File: src/rtl/player_pkg.sv
// rtl/player_pkg.sv - shared types and constants for the player motion controller
package player_pkg;

  typedef enum logic [1:0] {
    GROUND = 2'd0,
    RISE   = 2'd1,
    FALL   = 2'd2,
    LAND   = 2'd3
  } mstate_t;

  localparam logic [7:0] KEY_W = 8'h1A;
  localparam logic [7:0] KEY_D = 8'h07;
  localparam logic [7:0] KEY_A = 8'h04;

  localparam int DEF_WALK_SPEED  = 1;
  localparam int DEF_JUMP_SPEED  = 3;
  localparam int DEF_FALL_SPEED  = 3;
  localparam int DEF_JUMP_FRAMES = 40;
  localparam int DEF_CEIL_Y      = 250;
  localparam int DEF_X_MIN       = 10;
  localparam int DEF_SCROLL_X    = 320;
  localparam int DEF_SCROLL_MAX  = 60;

  // A key counts as held when either keyboard slot reports it.
  function automatic logic key_hit(input logic [7:0] slot0, input logic [7:0] slot1,
                                   input logic [7:0] key);
    return (slot0 == key) || (slot1 == key);
  endfunction

endpackage

File: src/rtl/player_motion_ctrl_key_decode.sv
// rtl/player_motion_ctrl_key_decode.sv - two-slot keycode match with W press edge detect
module key_decode
  import player_pkg::*;
(
  input  logic       frame_clk,
  input  logic       Reset,
  input  logic [7:0] keycode,
  input  logic [7:0] keycode1,
  output logic       w,
  output logic       a,
  output logic       d,
  output logic       w_edge
);

  logic w_prev;

  assign w = key_hit(keycode, keycode1, KEY_W);
  assign a = key_hit(keycode, keycode1, KEY_A);
  assign d = key_hit(keycode, keycode1, KEY_D);

  assign w_edge = w & ~w_prev;

  // Starts high so a W held while reset releases is not seen as a fresh press.
  always_ff @(posedge frame_clk or posedge Reset) begin
    if (Reset) begin
      w_prev <= 1'b1;
    end else begin
      w_prev <= w;
    end
  end

endmodule

File: src/rtl/player_motion_ctrl.sv
// rtl/player_motion_ctrl.sv - per-frame walk, jump/fall and scroll sequencer for the player sprite
module player_motion_ctrl
  import player_pkg::*;
#(
  parameter int WALK_SPEED  = DEF_WALK_SPEED,
  parameter int JUMP_SPEED  = DEF_JUMP_SPEED,
  parameter int FALL_SPEED  = DEF_FALL_SPEED,
  parameter int JUMP_FRAMES = DEF_JUMP_FRAMES,
  parameter int CEIL_Y      = DEF_CEIL_Y,
  parameter int X_MIN       = DEF_X_MIN,
  parameter int SCROLL_X    = DEF_SCROLL_X,
  parameter int SCROLL_MAX  = DEF_SCROLL_MAX
) (
  input  logic       frame_clk,
  input  logic       Reset,
  input  logic [7:0] keycode,
  input  logic [7:0] keycode1,
  input  logic [9:0] player_x,
  input  logic [9:0] player_y,
  input  logic [9:0] floor_y,
  input  logic       wall_right,
  output logic [9:0] x_step,
  output logic [9:0] y_step,
  output logic       scroll_inc,
  output logic [5:0] scroll_offset,
  output logic [1:0] mstate,
  output logic       anim_tick
);

  localparam int RCW = $clog2(JUMP_FRAMES + 1);

  localparam logic [9:0]     WALK_POS   = 10'(WALK_SPEED);
  localparam logic [9:0]     WALK_NEG   = 10'(-WALK_SPEED);
  localparam logic [9:0]     RISE_STEP  = 10'(-JUMP_SPEED);
  localparam logic [9:0]     FALL_MAX   = 10'(FALL_SPEED);
  localparam logic [9:0]     CEIL_LIM   = 10'(CEIL_Y);
  localparam logic [9:0]     LEFT_LIM   = 10'(X_MIN + WALK_SPEED);
  localparam logic [9:0]     SCROLL_LIM = 10'(SCROLL_X);
  localparam logic [5:0]     SCROLL_TOP = 6'(SCROLL_MAX);
  localparam logic [RCW-1:0] RISE_LOAD  = RCW'(JUMP_FRAMES - 1);

  logic w, a, d, w_edge;

  mstate_t        state, next_state;
  logic [RCW-1:0] rise_cnt, rise_cnt_next;
  logic [2:0]     anim_cnt, anim_cnt_next;
  logic [9:0]     gap;
  logic           rise_done;

  logic [9:0] x_step_next, y_step_next;
  logic       scroll_next, anim_tick_next, moving;
  logic       go_right, go_left;

  key_decode u_key_decode (
    .frame_clk (frame_clk),
    .Reset     (Reset),
    .keycode   (keycode),
    .keycode1  (keycode1),
    .w         (w),
    .a         (a),
    .d         (d),
    .w_edge    (w_edge)
  );

  // Distance left to the floor; a player already below it is treated as landed.
  assign gap       = (player_y > floor_y) ? 10'd0 : (floor_y - player_y);
  assign rise_done = (rise_cnt == '0) || (player_y <= CEIL_LIM);
  assign go_right  = d & ~a;
  assign go_left   = a & ~d;
  assign mstate    = state;

  always_ff @(posedge frame_clk or posedge Reset) begin
    if (Reset) begin
      state <= GROUND;
    end else begin
      state <= next_state;
    end
  end

  always_comb begin
    next_state    = state;
    rise_cnt_next = rise_cnt;
    case (state)
      GROUND: begin
        if (w_edge) begin
          next_state    = RISE;
          rise_cnt_next = RISE_LOAD;
        end else if (player_y < floor_y) begin
          next_state = FALL;
        end
      end
      RISE: begin
        if (rise_done) begin
          next_state = FALL;
        end else begin
          rise_cnt_next = rise_cnt - RCW'(1);
        end
      end
      FALL: begin
        if (gap <= FALL_MAX) begin
          next_state = LAND;
        end
      end
      LAND:    next_state = GROUND;
      default: next_state = GROUND;
    endcase
  end

  always_comb begin
    y_step_next = '0;
    case (state)
      GROUND:  y_step_next = w_edge ? RISE_STEP : 10'd0;
      RISE:    y_step_next = rise_done ? 10'd0 : RISE_STEP;
      FALL:    y_step_next = (gap > FALL_MAX) ? FALL_MAX : gap;
      default: y_step_next = '0;
    endcase

    // Rightward walking past the scroll column moves the background until it saturates.
    x_step_next = '0;
    scroll_next = 1'b0;
    if (go_right) begin
      if (!wall_right) begin
        if ((player_x >= SCROLL_LIM) && (scroll_offset < SCROLL_TOP)) begin
          scroll_next = 1'b1;
        end else begin
          x_step_next = WALK_POS;
        end
      end
    end else if (go_left) begin
      if (player_x > LEFT_LIM) begin
        x_step_next = WALK_NEG;
      end
    end

    moving         = (x_step_next != '0) || scroll_next;
    anim_cnt_next  = moving ? (anim_cnt + 3'd1) : anim_cnt;
    anim_tick_next = moving && (anim_cnt == 3'd7);
  end

  always_ff @(posedge frame_clk or posedge Reset) begin
    if (Reset) begin
      x_step        <= '0;
      y_step        <= '0;
      scroll_inc    <= 1'b0;
      scroll_offset <= '0;
      anim_tick     <= 1'b0;
      anim_cnt      <= '0;
      rise_cnt      <= '0;
    end else begin
      x_step        <= x_step_next;
      y_step        <= y_step_next;
      scroll_inc    <= scroll_next;
      scroll_offset <= scroll_offset + 6'(scroll_next);
      anim_tick     <= anim_tick_next;
      anim_cnt      <= anim_cnt_next;
      rise_cnt      <= rise_cnt_next;
    end
  end

endmodule

File: config.mk
export PLATFORM = sky130hd
export DESIGN_NAME = player_motion_ctrl
export DESIGN_NICKNAME = d
export VERILOG_FILES = /design/src/rtl/player_pkg.sv /design/src/rtl/player_motion_ctrl_key_decode.sv /design/src/rtl/player_motion_ctrl.sv
export SDC_FILE = /design/constraint.sdc
export NUM_CORES = 1
export LEC_CHECK = 0
export BUFFER_PORTS_ARGS = -buffer_cell sky130_fd_sc_hd__buf_2
export CORE_MARGIN = 4
export CORE_UTILIZATION = 50
export DETAILED_ROUTE_END_ITERATION = 10
export GPL_TIMING_DRIVEN = 1
export PLACE_DENSITY_LB_ADDON = 0.12
export SLEW_MARGIN = 20
export SYNTH_ARGS = -nofsm -noshare
export SYNTH_HDL_FRONTEND = slang
export SYNTH_SLANG_ARGS = --single-unit
File: constraint.sdc
create_clock -name frame_clk -period 2.3 [get_ports frame_clk]
set_input_delay 0 -clock frame_clk [delete_from_list [all_inputs] [get_ports frame_clk]]
set_output_delay 0 -clock frame_clk [all_outputs]
set_load 0.05 [all_outputs]
==> results of run 1 <==
[synthesized netlist by cell type, types with 2 or more instances]
| cell | number | area (um2) |
|---|---|---|
| ha_1 | 21 | 263 |
| nor4_1 | 4 | 25.0 |
| nor2_1 | 22 | 82.6 |
| mux2i_1 | 3 | 30.0 |
| xnor2_1 | 9 | 78.8 |
| buf_6 | 2 | 22.5 |
| o21a_1 | 2 | 15.0 |
| nand2_1 | 14 | 52.6 |
| mux2_2 | 3 | 33.8 |
| dfrtp_1 | 31 | 776 |
| o2111ai_1 | 2 | 17.5 |
| o21ai_0 | 6 | 30.0 |
| a21o_1 | 6 | 45.0 |
| a211oi_1 | 3 | 22.5 |
| a21oi_1 | 9 | 45.0 |
| a21o_2 | 2 | 17.5 |
| inv_1 | 22 | 82.6 |
| and3_1 | 4 | 25.0 |
| nand3_1 | 7 | 35.0 |
| nand4_1 | 5 | 31.3 |
| a31oi_1 | 2 | 12.5 |
| nor3b_1 | 2 | 15.0 |
| a31o_2 | 2 | 17.5 |
| nand2b_1 | 4 | 25.0 |
| a211o_1 | 3 | 26.3 |
| nor3_1 | 4 | 20.0 |
| nor2b_1 | 2 | 12.5 |
| buf_4 | 9 | 67.6 |
| a21oi_2 | 2 | 17.5 |
| xor2_1 | 2 | 17.5 |
| o221ai_1 | 2 | 17.5 |
[per-layer routing]
metal | routed length (um) | track usage (%)
met5 | 0 | 0
met1 | 2090 | 21.5
met2 | 2630 | 36.3
met3 | 396 | 4.19
met4 | 85 | 6.72
[per-stage QoR]
step / util (%) / TNS, ns / cell area (um2)
floorplan: - / 0 / 2200
global placement: 63.2 / -0.159 / 2600
detailed placement: 63.2 / -0.466 / 2600
CTS: 66.3 / 0 / 2730
global route: 66.6 / 0 / 2740
finish: 66.6 / 0 / 2740
[flip-flops by register name, indices dropped and copies added (netlist names)]
name	count
anim_cnt	3
x_step	2
mstate	2
u_key_decode.w_prev	1
scroll_offset	6
scroll_inc	1
anim_tick	1
y_step	10
rise_cnt	6
[layout make-up]
cell class / instances / area share [%]
Multi-Input combinational cell: 167 / 44.7
Clock buffer: 6 / 2.65
Sequential cell: 32 / 29.3
Clock inverter: 2 / 1.28
Tap cell: 50 / 2.28
Timing Repair Buffer: 86 / 16.8
Inverter: 22 / 3.01
[path summary, 6_finish.rpt]
kind / to / slack, ns / cells past startpoint
max in group asynchronous: u_key_decode.w_prev / 1.63 / 4
min reg2reg: anim_cnt[0] / 0.48 / 1
max: mstate[1] / 0.23 / 13
min: u_key_decode.w_prev / 0.02 / 3
min in group asynchronous: y_step[5] / 0.34 / 4
max reg2reg: scroll_offset[4] / 0.33 / 7
[power breakdown]
group | internal, mW | switching [mW] | total [mW]
clock | 0.321 | 0.204 | 0.525
combinational | 0.337 | 0.627 | 0.964
sequential | 0.692 | 0.0928 | 0.784
total | 1.35 | 0.924 | 2.27
[worst max-delay path, stage by stage]
cell	delay, ns
buf_2	0.10
inv_1	0.04
ha_1	0.17
inv_1	0.06
fa_1	0.43
a21o_2	0.23
a221oi_1	0.33
o21ai_0	0.13
o311ai_0	0.14
nor4_2	0.09
buf_4	0.16
o21ai_2	0.16
mux2i_1	0.22
[timing repair]
item | in CTS | in global routing
endpoints found under the setup margin | 0 | 4
hold endpoints to repair | 32 | 0
setup buffers | 0 | 1
gates resized for setup | 0 | 1
hold buffers | 2 | 0
[cell families (layout without fill, tap and decap cells)]
kind of cell | count (synthesis) | count (layout) | synth area share, %
AOI/OAI and AO/OA | 54 | 54 | 18.2
muxes | 6 | 6 | 2.90
and+or+nand+nor | 74 | 74 | 17.1
DFF | 32 | 32 | 36.5
adders and majority gates | 22 | 22 | 12.9
buffers and inverters | 34 | 116 | 8.02
xor gates and xnor gates | 11 | 11 | 4.38
==> results.cfg, run 1 <==
[finish]
drive_above_1_share_pct = 34.3
layout.cells.non_filler = 365
diodes = 0
final_nets = 385
layout_common_cells = 76 x buf_2, 31 x dfrtp_1, 22 x inv_1, 22 x nor2_1, 21 x ha_1
final_common_cell = buf_2
filler_cell_count = 343
seq_area_um2 = 802
multi_input_area_um2 = 1230
syn2layout_area_growth_pct = 24.7

[worst_setup_path]
start_kind = input port
cp_max_fo = 3
rr_startpoint = scroll_offset[2]
critPathCaptureType = flip-flop
required_ns = 2.49
crit_start = floor_y[0]
cp.arrival_ns = 2.26
crit_type = input port to flip-flop

[routing]
vias_per_cell = 5.54
finalWirelength_um = 5200
wl_per_cell_um = 14.3
first_iter_violations = 47
dr.pass1.iters = 4
drc = 0
antenna_left = 0
vias = 2021

[logic_synthesis]
synth_warnings = 0
avgSynthCellArea_um2 = 9.44
yosys_register_bits = 32
syn_inst = 233
synth_flop_cell = dfrtp_1
synth_nets = 304
netlist_area_um2 = 2200
yosysSeqAreaShare_pct = 36.5
synth_cell_types = 53
async_flop_share_pct = 100
synth_edf_count = 0

[placement]
place_congestion = 0.950
io_buffer_count = 76
dp_slack_ns = -0.145
hpwl_um = 4120
dp_cells = 354

[floorplanning]
fp.dieArea_um2 = 5520
core_um2 = 4120
start_util_pct = 53.4
ioPinCount = 79
fp.dieH_um = 74.3
rows = 23
die_w_um = 74.3

[clock_network]
insertion_delay_ns = 0.28
cts_buffers = 5
cts_buffer_depth = 2
root_buffer = clkbuf_8
clk_pin_slew_ns = 0.07
cts_tree = built
cts.sinks = 32
htree_levels = 2

[timing]
fmax_ghz = 0.483
fin_crit_sh_pct = 90.1
grt_setup_unrepaired = no
min_period_ns = 2.07
fin_worst_skew_ns = 0.00913
hold_slack_ns = 0.0204
hold_viol = 0
finalSetupViolations = 0
tightest_slew_ns = 0.441
maxSlewViolCount = 0
relSlewSlack_pct = 70.6
fin_ws_ns = 0.228

[global_routing]
grt_pass1_wl_um = 8050
grt_max_degree = 33
grt_usage_pct = 19.4
grt_overflow = 0
grt_pass1_vias = 1870
antenna_found_initial = 0

[pwr]
ir_worst_vdd_mv = 0.336
finalPower_mw = 2.27
p_leak_nw = 1.51
powerDensity_nw_per_um2 = 829

[hold_path]
hp-start = keycode1[1]
hold_class = input port to flip-flop

[run_status]
outcome = finished, final reports clean

[flow_run]
max_cap_violations = 0
(Power assumes the default switching activity.)
==> run 2, diff against run 1 <==
Clock period 2.3 ns to 2.7 ns, I/O delays scaled along.
==> results.cfg, run 2 (same netlist as run 1, synthesis figures left out) <==
[pwr]
p_int_mw = 1.14
p_seq_share_pct = 34.9
p_switching_mw = 0.760
p_leak_nw = 1.48
finalPower_mw = 1.90
p_clk_share_pct = 23.2
p_comb_share_pct = 41.9
switching_share_pct = 40.0
powerDensity_nw_per_um2 = 707
ir_worst_vdd_mv = 0.404

[clock_network]
post-cts-setup-buffers = 0
insertion_delay_ns = 0.28
cts.sinks = 32
cts_buffers = 5
clk_pin_slew_ns = 0.06
root_buffer = clkbuf_8
cts_buffer_depth = 2
htree_levels = 2
cts_tree = built

[timing]
maxSlewViolCount = 0
fin_setup_tns_ns = 0
fin_crit_sh_pct = 83.7
tightest_slew_ns = 0.522
finalSetupViolations = 0
hold_viol = 0
relSlewSlack_pct = 65.2
fmax_ghz = 0.443
fin_ws_ns = 0.440
fin_worst_skew_ns = 0.00826
grt_setup_unrepaired = no
min_period_ns = 2.26

[placement]
place_congestion = 0.932
hpwl_um = 3940
dp_cells = 349
io_buffer_count = 76
dp_slack_ns = 0.146

[global_routing]
grt_overflow = 0
grt_pass1_vias = 1844
grt_pass1_wl_um = 7840
grt_usage_pct = 18.4
grt_max_degree = 33
antenna_found_initial = 0

[worst_setup_path]
r2r_slack_ns = 0.71
cp.arrival_ns = 2.42
required_ns = 2.86
critPathCaptureType = flip-flop
crit_type = input port to flip-flop
rr_startpoint = scroll_offset[2]
cp_max_fo = 3
crit_start = floor_y[0]
reg2reg_to = scroll_offset[4]
rr_worst_depth = 7
start_kind = input port
endpoint = y_step[0]

[finish]
layout_common_cells = 76 x buf_2, 31 x dfrtp_1, 22 x inv_1, 22 x nor2_1, 21 x ha_1
final_nets = 379
drive_above_1_share_pct = 32.7
reg_top3 = y_step: 10 flops, rise_cnt: 6 flops, scroll_offset: 6 flops
layout.cells.non_filler = 359
syn2layout_area_growth_pct = 22.4
final_common_cell = buf_2
top_register = y_step
diodes = 0
filler_cell_count = 364
multi_input_area_um2 = 1220
seq_area_um2 = 802
largest_register_ffs = 10
fin_util_pct = 65.4

[routing]
antenna_left = 0
first_iter_violations = 70
finalWirelength_um = 4800
drc = 0
dr.pass1.iters = 4
vias = 1969
wl_per_cell_um = 13.4
vias_per_cell = 5.48

[flow_run]
max_cap_violations = 0

[floorplanning]
fp.dieArea_um2 = 5520
fp.dieH_um = 74.3
ioPinCount = 79
start_util_pct = 53.4
core_um2 = 4120
rows = 23
die_w_um = 74.3

[hold_path]
hold_class = input port to flip-flop

[run_status]
outcome = finished, final reports clean
[run 2: cell count changes in the layout (fill, tap and decap cells not counted)]
cell	delta
buf_4	-6
o2111ai_1	+1
o2111ai_2	-1
[run 2: worst max-delay path, stage by stage]
cell and delay, ns:
buf_2 0.09, inv_1 0.05, ha_1 0.19, inv_1 0.07, fa_1 0.43, xnor2_1 0.19
o221ai_1 0.15, a2111oi_2 0.34, o2111ai_1 0.18, nor4_2 0.43, nand2_1 0.11, a21o_1 0.18
[run 2: routing by layer]
| metal | track usage, % | vias to the layer above | part of all wire (%) |
|---|---|---|---|
| li1 | - | 976 | - |
| met1 | 20.6 | 910 | 40 |
| met2 | 34.0 | 77 | 50 |
| met3 | 3.51 | 6 | 8.6 |
| met4 | 7.71 | 0 | 1.8 |
| met5 | 0 | - | 0 |
[run 2: final cells by class]
| type | count | share of cell area (%) |
|---|---|---|
| Tap cell | 50 | 2.33 |
| Inverter | 22 | 3.07 |
| Clock buffer | 6 | 2.70 |
| Sequential cell | 32 | 29.8 |
| Clock inverter | 2 | 1.30 |
| Timing Repair Buffer | 80 | 15.4 |
| Multi-Input combinational cell | 167 | 45.3 |
[run 2: what timing repair did]
item	in CTS	in global routing
hold buffers	2	0
hold endpoints to repair	32	0
gates resized for setup	0	0
[run 2: power by group through the flow]
stage | Sequential (mW) | Combinational (mW) | Clock (mW)
after global placement | 0.669 | 0.786 | 0
after floorplan | 0.861 | 0.415 | 0
after CTS | 0.663 | 0.804 | 0.458
after detailed placement | 0.670 | 0.800 | 0
final | 0.663 | 0.796 | 0.442
after global routing | 0.674 | 0.881 | 0.473
[run 2: how the worst min path moves through the flow]
| stage | startpoint | to | slack, ns | depth (start not counted) |
|---|---|---|---|---|
| floorplan | wall_right | scroll_inc | 0.09 | 1 |
| detailed placement | Reset | y_step[7] | 0.10 | 3 |
| global placement | Reset | y_step[4] | 0.1 | 3 |
| global route | keycode1[1] | u_key_decode.w_prev | 0.05 | 3 |
| CTS | keycode1[1] | u_key_decode.w_prev | 0.02 | 3 |
| finish | keycode1[1] | u_key_decode.w_prev | 0.03 | 3 |
[run 2: stage by stage]
step | hold WS (ns) | instance area, um2
2_1_floorplan | 0.0894 | 2200
3_3_place_gp | 0.0962 | 2560
3_5_place_dp | 0.101 | 2560
4_1_cts | 0.0192 | 2690
5_1_grt | 0.0493 | 2690
6_report | 0.0257 | 2690
==> run 3, diff against run 2 <==
Settings changed: CORE_UTILIZATION 50 to 45.
Clock period 2.7 ns to 1.95 ns, I/O delays scaled along.
==> results.cfg, run 3 (same netlist as run 1, synthesis figures left out) <==
[run_status]
outcome = finished, final reports clean

[routing]
first_iter_violations = 79
antenna_left = 0
dr.pass1.iters = 4
vias_per_cell = 5.01
finalWirelength_um = 4830
vias = 2015
wl_per_cell_um = 12.0
drc = 0

[pwr]
p_clk_share_pct = 19.2
ir_worst_vdd_mv = 0.400
p_switching_mw = 1.08
p_comb_share_pct = 46.2
switching_share_pct = 40.8
p_leak_nw = 1.60
p_seq_share_pct = 34.6
p_int_mw = 1.57
powerDensity_nw_per_um2 = 884

[global_routing]
grt_pass1_vias = 1963
grt_busiest_layer = met2
grt_pass1_wl_um = 8250
use_met3_pct = 3.48
grt_max_degree = 17
grt_overflow = 0
grtUsageMet2_pct = 28.8
grt_usage_pct = 16.7
antenna_found_initial = 0
use_met1_pct = 20.6

[floorplanning]
ioPinCount = 79
fp.dieArea_um2 = 6070
fp.dieH_um = 77.9
core_um2 = 4720
rows = 25
start_util_pct = 46.5
die_w_um = 77.9

[timing]
hold_slack_ns = 0.00326
tightest_slew_ns = 0.582
fin_crit_sh_pct = 96.9
finalSetupViolations = 0
grt_setup_unrepaired = yes
min_period_ns = 1.89
fmax_ghz = 0.529
fin_ws_ns = 0.0611
maxSlewViolCount = 0
relSlewSlack_pct = 61.1
fin_worst_skew_ns = 0.00304
hold_viol = 0

[finish]
largest_register_ffs = 10
final_nets = 405
layout_common_cells = 75 x buf_2, 28 x buf_4, 26 x dfrtp_1
drive_above_1_share_pct = 44.2
diodes = 0
final_common_cell = buf_2
reg_top3 = y_step: 10 flops, rise_cnt: 6 flops, scroll_offset: 6 flops
syn2layout_area_growth_pct = 36.5
stdcell_area_um2 = 3000
top_register = y_step

[worst_setup_path]
crit_start = floor_y[0]
critPathCaptureType = flip-flop
r2r_slack_ns = 0.18
rr_startpoint = scroll_offset[2]
crit_type = input port to flip-flop
start_kind = input port
required_ns = 2.15
cp.arrival_ns = 2.08
endpoint = mstate[0]
reg2reg_to = scroll_offset[4]
cp_max_fo = 3
rr_worst_depth = 7

[clock_network]
htree_levels = 2
cts.sinks = 32
cts_buffer_depth = 2
post-cts-setup-buffers = 0
cts_tree = built
insertion_delay_ns = 0.28
clk_pin_slew_ns = 0.06
cts_buffers = 5
root_buffer = clkbuf_8

[placement]
io_buffer_count = 76
hpwl_um = 3990
place_congestion = 0.920
placed_area_um2 = 2830
dp_slack_ns = -0.382

[hold_path]
hold_class = input port to flip-flop

[flow_run]
max_cap_violations = 0
[run 3: changes by cell type in the layout (fill, tap and decap cells not counted), moves of 2 or more]
| cell | before | now |
|---|---|---|
| ha_4 | 0 | 2 |
| ha_2 | 0 | 2 |
| dfrtp_2 | 0 | 5 |
| dfrtp_1 | 31 | 26 |
| ha_1 | 21 | 17 |
| buf_4 | 2 | 28 |
| inv_1 | 22 | 20 |
[run 3: layout make-up]
class | count | area (um2)
Timing Repair Buffer | 106 | 617
Sequential cell | 32 | 808
Inverter | 22 | 85.1
Clock buffer | 8 | 90.1
Fill cell | 404 | 1720
Multi-Input combinational cell | 167 | 1320
Tap cell | 67 | 83.8
[run 3: how the worst min path moves through the flow]
stage / cells after the start / to / from
floorplan: 1 / scroll_inc / wall_right
global placement: 2 / scroll_offset[5] / Reset
detailed placement: 2 / scroll_offset[5] / Reset
CTS: 3 / u_key_decode.w_prev / keycode1[1]
global route: 3 / u_key_decode.w_prev / keycode1[1]
finish: 3 / u_key_decode.w_prev / keycode1[1]
[run 3: what timing repair did]
action / CTS / global route
gates resized for setup: 2 / 10
hold endpoints to repair: 14 / 0
pin swaps: 0 / 1
endpoints found under the setup margin: 2 / 7
hold buffers: 2 / 0
[run 3: per-layer routing]
| metal | routed length, um | share of wire [%] |
|---|---|---|
| met1 | 2170 | 45 |
| met2 | 2240 | 46 |
| met3 | 333 | 6.9 |
| met4 | 82 | 1.7 |
| met5 | 0 | 0 |
[run 3: worst max-delay path, stage by stage]
cell and delay, ns:
buf_6 0.09, inv_4 0.04, ha_4 0.13, inv_2 0.03
fa_2 0.40, a21o_2 0.23, a221oi_2 0.27, o21ai_0 0.14
o311ai_1 0.13, nor4_2 0.09, buf_4 0.16, o21ai_4 0.17
mux2i_1 0.20
[run 3: power by group through the flow]
| stage | logic (mW) | clock network, mW | registers (mW) |
|---|---|---|---|
| final | 1.23 | 0.509 | 0.918 |
| after global routing | 1.36 | 0.558 | 0.937 |
| after CTS | 1.21 | 0.525 | 0.919 |
| after detailed placement | 1.19 | 0 | 0.931 |
| after global placement | 1.16 | 0 | 0.929 |
| after floorplan | 0.578 | 0 | 1.20 |
[run 3: per-stage QoR]
stage / total power [mW] / util [%] / setup TNS, ns / cells
2_1_floorplan: 1.77 / - / 0 / 233
3_3_place_gp: 2.09 / 59.9 / -1.05 / 392
3_5_place_dp: 2.12 / 59.9 / -1.20 / 392
4_1_cts: 2.65 / 62.5 / 0 / 402
5_1_grt: 2.85 / 63.5 / -0.233 / 402
6_report: 2.65 / 63.5 / 0 / 402
